## src/rtl/jk_ubus_slave_mem.sv

```systemverilog
// Memory-backed UBUS slave: decodes the address phase, inserts wait states, and serves byte bursts from a flop array.
// Optional bip protocol checking is built when JK_UBUS_SLV_BIP_CHECK_EN is defined.
module jk_ubus_slave_mem #(
   parameter int                ADDR_W      = 16,
   parameter int                DATA_W      = 8,
   parameter logic [ADDR_W-1:0] BASE_ADDR   = 16'h0000,
   parameter int                MEM_DEPTH   = 256,
   parameter int                WAIT_CYCLES = 0
) (
   input  logic              clk,
   input  logic              reset,
   input  logic [ADDR_W-1:0] addr,
   input  logic [1:0]        size,
   input  logic              read,
   input  logic              write,
   input  logic              bip,
   input  logic [DATA_W-1:0] data_in,
   output logic [DATA_W-1:0] data_out,
   output logic              data_oe,
   output logic              wait_state,
   output logic              error,
   output logic              proto_err
);

   localparam int              AW      = $clog2(MEM_DEPTH);
   localparam logic [3:0]      WC_LAST = 4'((WAIT_CYCLES > 0) ? WAIT_CYCLES - 1 : 0);
   localparam logic [ADDR_W:0] LIMIT   = (ADDR_W+1)'(BASE_ADDR) + (ADDR_W+1)'(MEM_DEPTH - 1);

   typedef enum logic [1:0] {S_IDLE, S_WAIT, S_BEAT} state_t;

   state_t            r_state, w_nxt_state;
   logic [2:0]        r_k, r_len_m1, w_len_m1;
   logic              r_rd, r_bad;
   logic [AW-1:0]     r_off, w_ptr;
   logic [3:0]        r_wcnt;
   logic [ADDR_W:0]   w_end;
   logic              w_accept, w_in_range, w_last;
   logic              w_nxt_bad, w_nxt_rd, w_nxt_oe, w_nxt_wait, w_nxt_err;
   logic              r_data_oe, r_wait, r_err;
   logic [DATA_W-1:0] r_mem [MEM_DEPTH];

   assign w_accept   = read ^ write;
   assign w_len_m1   = 3'((4'd1 << size) - 4'd1);
   // One extra bit so a burst running past the top of the address space is caught as out of range.
   assign w_end      = {1'b0, addr} + (ADDR_W+1)'(w_len_m1);
   assign w_in_range = (addr >= BASE_ADDR) && (w_end <= LIMIT);
   assign w_ptr      = r_off + AW'(r_k);
   assign w_last     = (r_k == r_len_m1);

   always_ff @(posedge clk or posedge reset) begin
      if (reset) r_state <= S_IDLE;
      else       r_state <= w_nxt_state;
   end

   always_comb begin
      w_nxt_state = r_state;
      case (r_state)
         S_IDLE: begin
            if (w_accept) begin
               if (WAIT_CYCLES > 0) w_nxt_state = S_WAIT;
               else                 w_nxt_state = S_BEAT;
            end
         end
         S_WAIT: begin
            if (r_wcnt == WC_LAST) w_nxt_state = S_BEAT;
         end
         S_BEAT: begin
            if (w_last)                w_nxt_state = S_IDLE;
            else if (WAIT_CYCLES > 0)  w_nxt_state = S_WAIT;
            else                       w_nxt_state = S_BEAT;
         end
         default: w_nxt_state = S_IDLE;
      endcase
   end

   // Outputs are registered, so they are derived from the state being entered.
   always_comb begin
      w_nxt_bad  = (r_state == S_IDLE) ? !w_in_range : r_bad;
      w_nxt_rd   = (r_state == S_IDLE) ? read : r_rd;
      w_nxt_wait = (w_nxt_state == S_WAIT);
      w_nxt_err  = (w_nxt_state == S_BEAT) && w_nxt_bad;
      w_nxt_oe   = (w_nxt_state == S_BEAT) && w_nxt_rd && !w_nxt_bad;
   end

   always_ff @(posedge clk or posedge reset) begin
      if (reset) begin
         r_k       <= '0;
         r_len_m1  <= '0;
         r_rd      <= 1'b0;
         r_bad     <= 1'b0;
         r_off     <= '0;
         r_wcnt    <= '0;
         r_data_oe <= 1'b0;
         r_wait    <= 1'b0;
         r_err     <= 1'b0;
      end else begin
         r_data_oe <= w_nxt_oe;
         r_wait    <= w_nxt_wait;
         r_err     <= w_nxt_err;
         case (r_state)
            S_IDLE: begin
               if (w_accept) begin
                  r_k      <= '0;
                  r_len_m1 <= w_len_m1;
                  r_rd     <= read;
                  r_bad    <= !w_in_range;
                  r_off    <= AW'(addr - BASE_ADDR);
                  r_wcnt   <= '0;
               end
            end
            S_WAIT: begin
               r_wcnt <= (r_wcnt == WC_LAST) ? 4'd0 : r_wcnt + 4'd1;
            end
            S_BEAT: begin
               r_k    <= r_k + 3'd1;
               r_wcnt <= '0;
            end
            default: r_wcnt <= '0;
         endcase
      end
   end

   // Storage is deliberately not reset; completed writes survive a reset.
   always_ff @(posedge clk) begin
      if (r_state == S_BEAT && !r_rd && !r_bad) r_mem[w_ptr] <= data_in;
   end

   assign data_out   = r_data_oe ? r_mem[w_ptr] : '0;
   assign data_oe    = r_data_oe;
   assign wait_state = r_wait;
   assign error      = r_err;

`ifdef JK_UBUS_SLV_BIP_CHECK_EN
   logic r_proto_err;
   always_ff @(posedge clk or posedge reset) begin
      if (reset)                                   r_proto_err <= 1'b0;
      else if (r_state == S_BEAT && bip == w_last) r_proto_err <= 1'b1;
   end
   assign proto_err = r_proto_err;
`else
   logic w_unused_bip;
   assign w_unused_bip = bip;
   assign proto_err    = 1'b0;
`endif

endmodule

```

## config.mk

```make
export PLATFORM = sky130hd
export DESIGN_NAME = jk_ubus_slave_mem
export DESIGN_NICKNAME = d
export VERILOG_FILES = /design/src/rtl/jk_ubus_slave_mem.sv
export SDC_FILE = /design/constraint.sdc
export NUM_CORES = 2
export LEC_CHECK = 0
export CORE_MARGIN = 2
export CORE_UTILIZATION = 60
export DETAILED_ROUTE_END_ITERATION = 8
export PLACE_DENSITY_LB_ADDON = 0.05
export SLEW_MARGIN = 10
export SYNTH_ARGS = -nofsm -noshare
export SYNTH_HDL_FRONTEND = slang
export SYNTH_SLANG_ARGS = --single-unit
```

## constraint.sdc

```tcl
create_clock -name clk -period 5.2 [get_ports clk]
set_input_delay 1.04 -clock clk [delete_from_list [all_inputs] [get_ports clk]]
set_output_delay 1.04 -clock clk [all_outputs]
set_load 0.02 [all_outputs]
```

==> results.txt <==
----------------------------------------------------
[Layout]
  Net total in the final layout ... 4483
  Non-filler cells, final ... 6377
  Number of fill cells ... 8101
  Syn-to-layout area delta ... 16.3%
  Ratio of cells with drive above 1 in the final layout ... 0.302

[Logic synthesis]
  Predominant post-synthesis flop cell ... sky130_fd_sc_hd__edfxtp_1
  Distinct cell type count after synthesis ... 66
  Count of yosys warnings during synthesis ... 0
  Sequential cell area fraction in the yosys report ... 0.765
  Average size of a mapped cell ... 20.3 um2
  Ys async rst share ... 0.0121
  Count of state elements after synthesis ... 2073
  Synth Net Count ... 4047
  Cell with the most instances after synthesis ... sky130_fd_sc_hd__edfxtp_1
  Number of synthesized flops with an enable pin ... 2048
  Top post-synthesis cells by count ... 2048 x sky130_fd_sc_hd__edfxtp_1, 522 x sky130_fd_sc_hd__mux4_2, 374 x sky130_fd_sc_hd__nand2_1
  Netlist Area Pre-Place ... 81200 um2
  Fraction of synthesized cell area taken by the top area cell type ... 0.758
  Syn Inst Count ... 4005
  Library cell with the largest summed area after synthesis ... sky130_fd_sc_hd__edfxtp_1
  Area contributors post-synth ... sky130_fd_sc_hd__edfxtp_1 76%, sky130_fd_sc_hd__mux4_2 14%, sky130_fd_sc_hd__nand2_1 1.7%

[Placement]
  Detailed placer's ending HPWL ... 122 mm
  # port buffers ... 40
  Count of placed standard cells including taps ... 5921
  Placer congestion estimate ... 0.877
  Worst setup slack after placement ... -0.0128 ns

[Hold path]
  Hold path startpoint ... r_len_m1[1]$_DFFE_PP0P_
  End of the worst hold path ... r_len_m1[1]$_DFFE_PP0P_
  Type of the tightest min-delay check ... reg2reg
  Worst hold stages ... 2

[Timing]
  Relative max-transition margin ... 0.130
  Unrepaired setup endpoints after global routing ... yes
  Total count of hold-check failures in the final report ... 0
  Maximum operating frequency ... 176 MHz
  Final setup fails ... 8
  Fin. max-slew vios ... 0
  Transition time at the pin with the least slew margin ... 1.31 ns
  Final min period ... 5.68 ns
  Clock skew after layout ... 0.0265 ns
  Final WS setup ... -0.480 ns
  Ratio of final minimum period to clock period ... 1.09

[Global route]
  Most used routing layer ... met2
  Number of global-route vias before repair ... 42200
  Global-route wire length before repair ... 293 mm
  Overall routing resource usage ... 0.299
  Global routing usage on met3 ... 0.0527
  Routing usage on met2 ... 0.480
  Fraction of met1 tracks used by global routing ... 0.426
  Maximum number of pins on one net before global-route repair ... 177
  Global route total overflow ... 0
  Antenna violations before repair ... 4

[Clocking]
  Worst-case clock buffer depth ... 3
  Clock sinks ... 2073
  CTS Buf Count ... 199
  Deepest level of the CTS H-tree ... 4
  Clock Pin Slew Worst Setup and Hold Paths ... 0.06 ns
  CTS tree ... yes
  Clock latency of the later-clocked register in the worst-skew pair ... 0.83 ns
  Buffer type at the clock tree root ... sky130_fd_sc_hd__clkbuf_16
  Hold bufs inserted after CTS ... 0

[Routing]
  Total via count in the routed design ... 42000
  Remaining number of nets flagged by the antenna check after routing ... 0
  Post-detailed-route DRC marker count ... 0
  Total Routed Length ... 203 mm
  Via density per instance ... 6.59
  Final routed wire length divided by cell count ... 31.9 um
  Count of TritonRoute iterations in the first routing pass ... 8
  Violation count after the first detailed-routing iteration ... 5245

[Outcome]
  Outcome ... complete, but fails checks
  Violations in the final reports ... setup timing

[Pwr]
  Net load switching power ... 24.7 mW
  Cell area power density ... 719 nW/um2
  Switching Share ... 0.365
  Portion of total power attributed to combinational logic ... 0.520
  Static leakage ... 30.3 nW
  Internal ... 43.1 mW
  Clock power share ... 0.207
  Fraction of power consumed by sequential logic ... 0.273
  Maximum vdd ir drop ... 0.544 mV

[Setup path]
  Setup Crit Path Kind ... reg2out
  CP Capture Type ... output port
  Arrival @ worst endpoint ... 4.64 ns
  Crit path launch type ... flop
  Depth of the worst register-to-register path ... 11
  Launching point of the worst reg2reg path ... r_k[0]$_DFFE_PP0P_
  Data required time at the worst endpoint ... 4.16 ns
  Worst R2R Setup Slack ... 0.47 ns
  Worst reg2reg path endpoint ... r_mem[95][2]$_DFFE_PP_
  Crit path max fanout ... 11

[Die]
  Number of top-level pins ... 43
  Die height ... 372 um
  Core area ... 134000 um2
  Starting density of the core ... 0.607
  DIE WIDTH ... 372 um
  Row Count ... 134
  Area of the die ... 138000 um2

[Flow run]
  Max-cap violations ... 0

----------------------------------------------------
==> area by class of cell <==
class                      instances  area (um2)  share of cell area
antenna                            2        5.00           0.0000530
tap                             1768        2210              0.0234
timing repair buffer             470        5040              0.0534
clock inverter                   105         986              0.0104
multi-input combinational       1685       18600               0.197
clock buffer                     262        5320              0.0564
inverter                          12        45.0            0.000477
sequential                      2073       62100               0.658
==> how the worst max path moves through the flow <==
stage	start	to	slack, ns	cells past startpoint
after floorplan	r_k[0]$_DFFE_PP0P_	data_out[6]	1.08	10
after global placement	r_k[0]$_DFFE_PP0P_	data_out[0]	-0.04	15
after detailed placement	r_k[0]$_DFFE_PP0P_	data_out[0]	-0.01	15
after CTS	r_off[0]$_DFFE_PP0P_	data_out[6]	-0.48	14
after global routing	r_off[0]$_DFFE_PP0P_	data_out[6]	-0.58	13
final	r_k[0]$_DFFE_PP0P_	data_out[6]	-0.48	13
==> layer usage <==
metal	share of wire	wire length, um	up-vias
met1	0.39	78700	22400
li1	-	-	17200
met2	0.50	101000	2064
met3	0.087	17600	322
met5	0.000069	14	-
met4	0.031	6330	2
==> what timing repair did <==
| item | 4_1_cts | 5_1_grt |
|---|---|---|
| pin swaps | 40 | 28 |
| buffers inserted | 57 | 19 |
| gates cloned | 19 | 1 |
| endpoints found under the setup margin | 8 | 8 |
| gates resized for setup | 186 | 39 |
==> sequential cells by signal (all words and copies together) (netlist names) <==
name	flops
error	1
r_state	2
r_len_m1	3
wait_state	1
r_wcnt	4
r_rd	1
r_mem	2048
data_oe	1
r_bad	1
r_off	8
r_k	3
==> cells in the final DEF, fill, tap and decap left out, drive strengths merged, types with 6 or more instances in the layout <==
cell type,netlist,routed
edfxtp,2048,2048
mux4,522,522
buf,163,429
nand2,376,376
nor2,281,281
clkbuf,72,271
nand3,165,165
clkinv,0,79
mux2i,71,71
a31oi,37,37
o21ai,27,27
dfrtp,25,25
clkdlybuf4s50,0,24
a21oi,21,21
nand4,20,20
bufinv,0,18
inv,12,18
a32oi,17,17
o221ai,16,16
and3,13,13
nor3,13,13
o22ai,12,12
mux2,11,11
ha,9,9
bufbuf,0,8
xor2,8,8
a211oi,7,7
nor2b,6,6
a311oi,6,6
==> stage by stage <==
stage | cell area (um2) | setup TNS (ns) | util | hold WS, ns | power (mW)
after floorplan | 81200 | 0 | - | 0.469 | 37.6
after global placement | 85800 | -0.0418 | 0.642 | 0.492 | 48.2
after detailed placement | 85800 | -0.0128 | 0.642 | 0.514 | 48.5
after CTS | 94000 | -3.24 | 0.703 | 0.528 | 67.3
after global routing | 94400 | -3.39 | 0.705 | 0.558 | 70.2
final | 94400 | -2.77 | 0.705 | 0.532 | 67.9
==> kinds of logic after synthesis <==
kind of cell / after synthesis / synth area share
DFF: 2073 / 0.765
and+or+nand+nor: 892 / 0.0465
muxes: 604 / 0.155
adders and majority gates: 11 / 0.00188
other: 1 / 0.0000462
xor gates and xnor gates: 12 / 0.00157
buffers and inverters: 247 / 0.0153
AOI/OAI and AO/OA: 165 / 0.0140
==> power by group through the flow <==
stage,registers [mW],clock network (mW),logic [mW]
6_report,18.6,14.1,35.3
5_1_grt,18.6,14.8,36.8
4_1_cts,18.5,14.2,34.6
3_5_place_dp,18.9,0,29.6
3_3_place_gp,18.9,0,29.3
2_1_floorplan,18.8,0,18.8
==> worst max-delay path, cell delays in order, from the launching register on <==
cell and delay (ns):
sky130_fd_sc_hd__dfrtp_1 0.41, sky130_fd_sc_hd__ha_4 0.18, sky130_fd_sc_hd__fa_4 0.82, sky130_fd_sc_hd__buf_12 0.18
sky130_fd_sc_hd__buf_16 0.17, sky130_fd_sc_hd__buf_4 0.17, sky130_fd_sc_hd__buf_4 0.18, sky130_fd_sc_hd__mux4_2 0.21
sky130_fd_sc_hd__nand2_1 0.09, sky130_fd_sc_hd__nand3_2 0.13, sky130_fd_sc_hd__nand3_2 0.15, sky130_fd_sc_hd__a32o_2 0.41
sky130_fd_sc_hd__nor4_4 0.46, sky130_fd_sc_hd__buf_4 0.22
(Power assumes the default switching activity.)
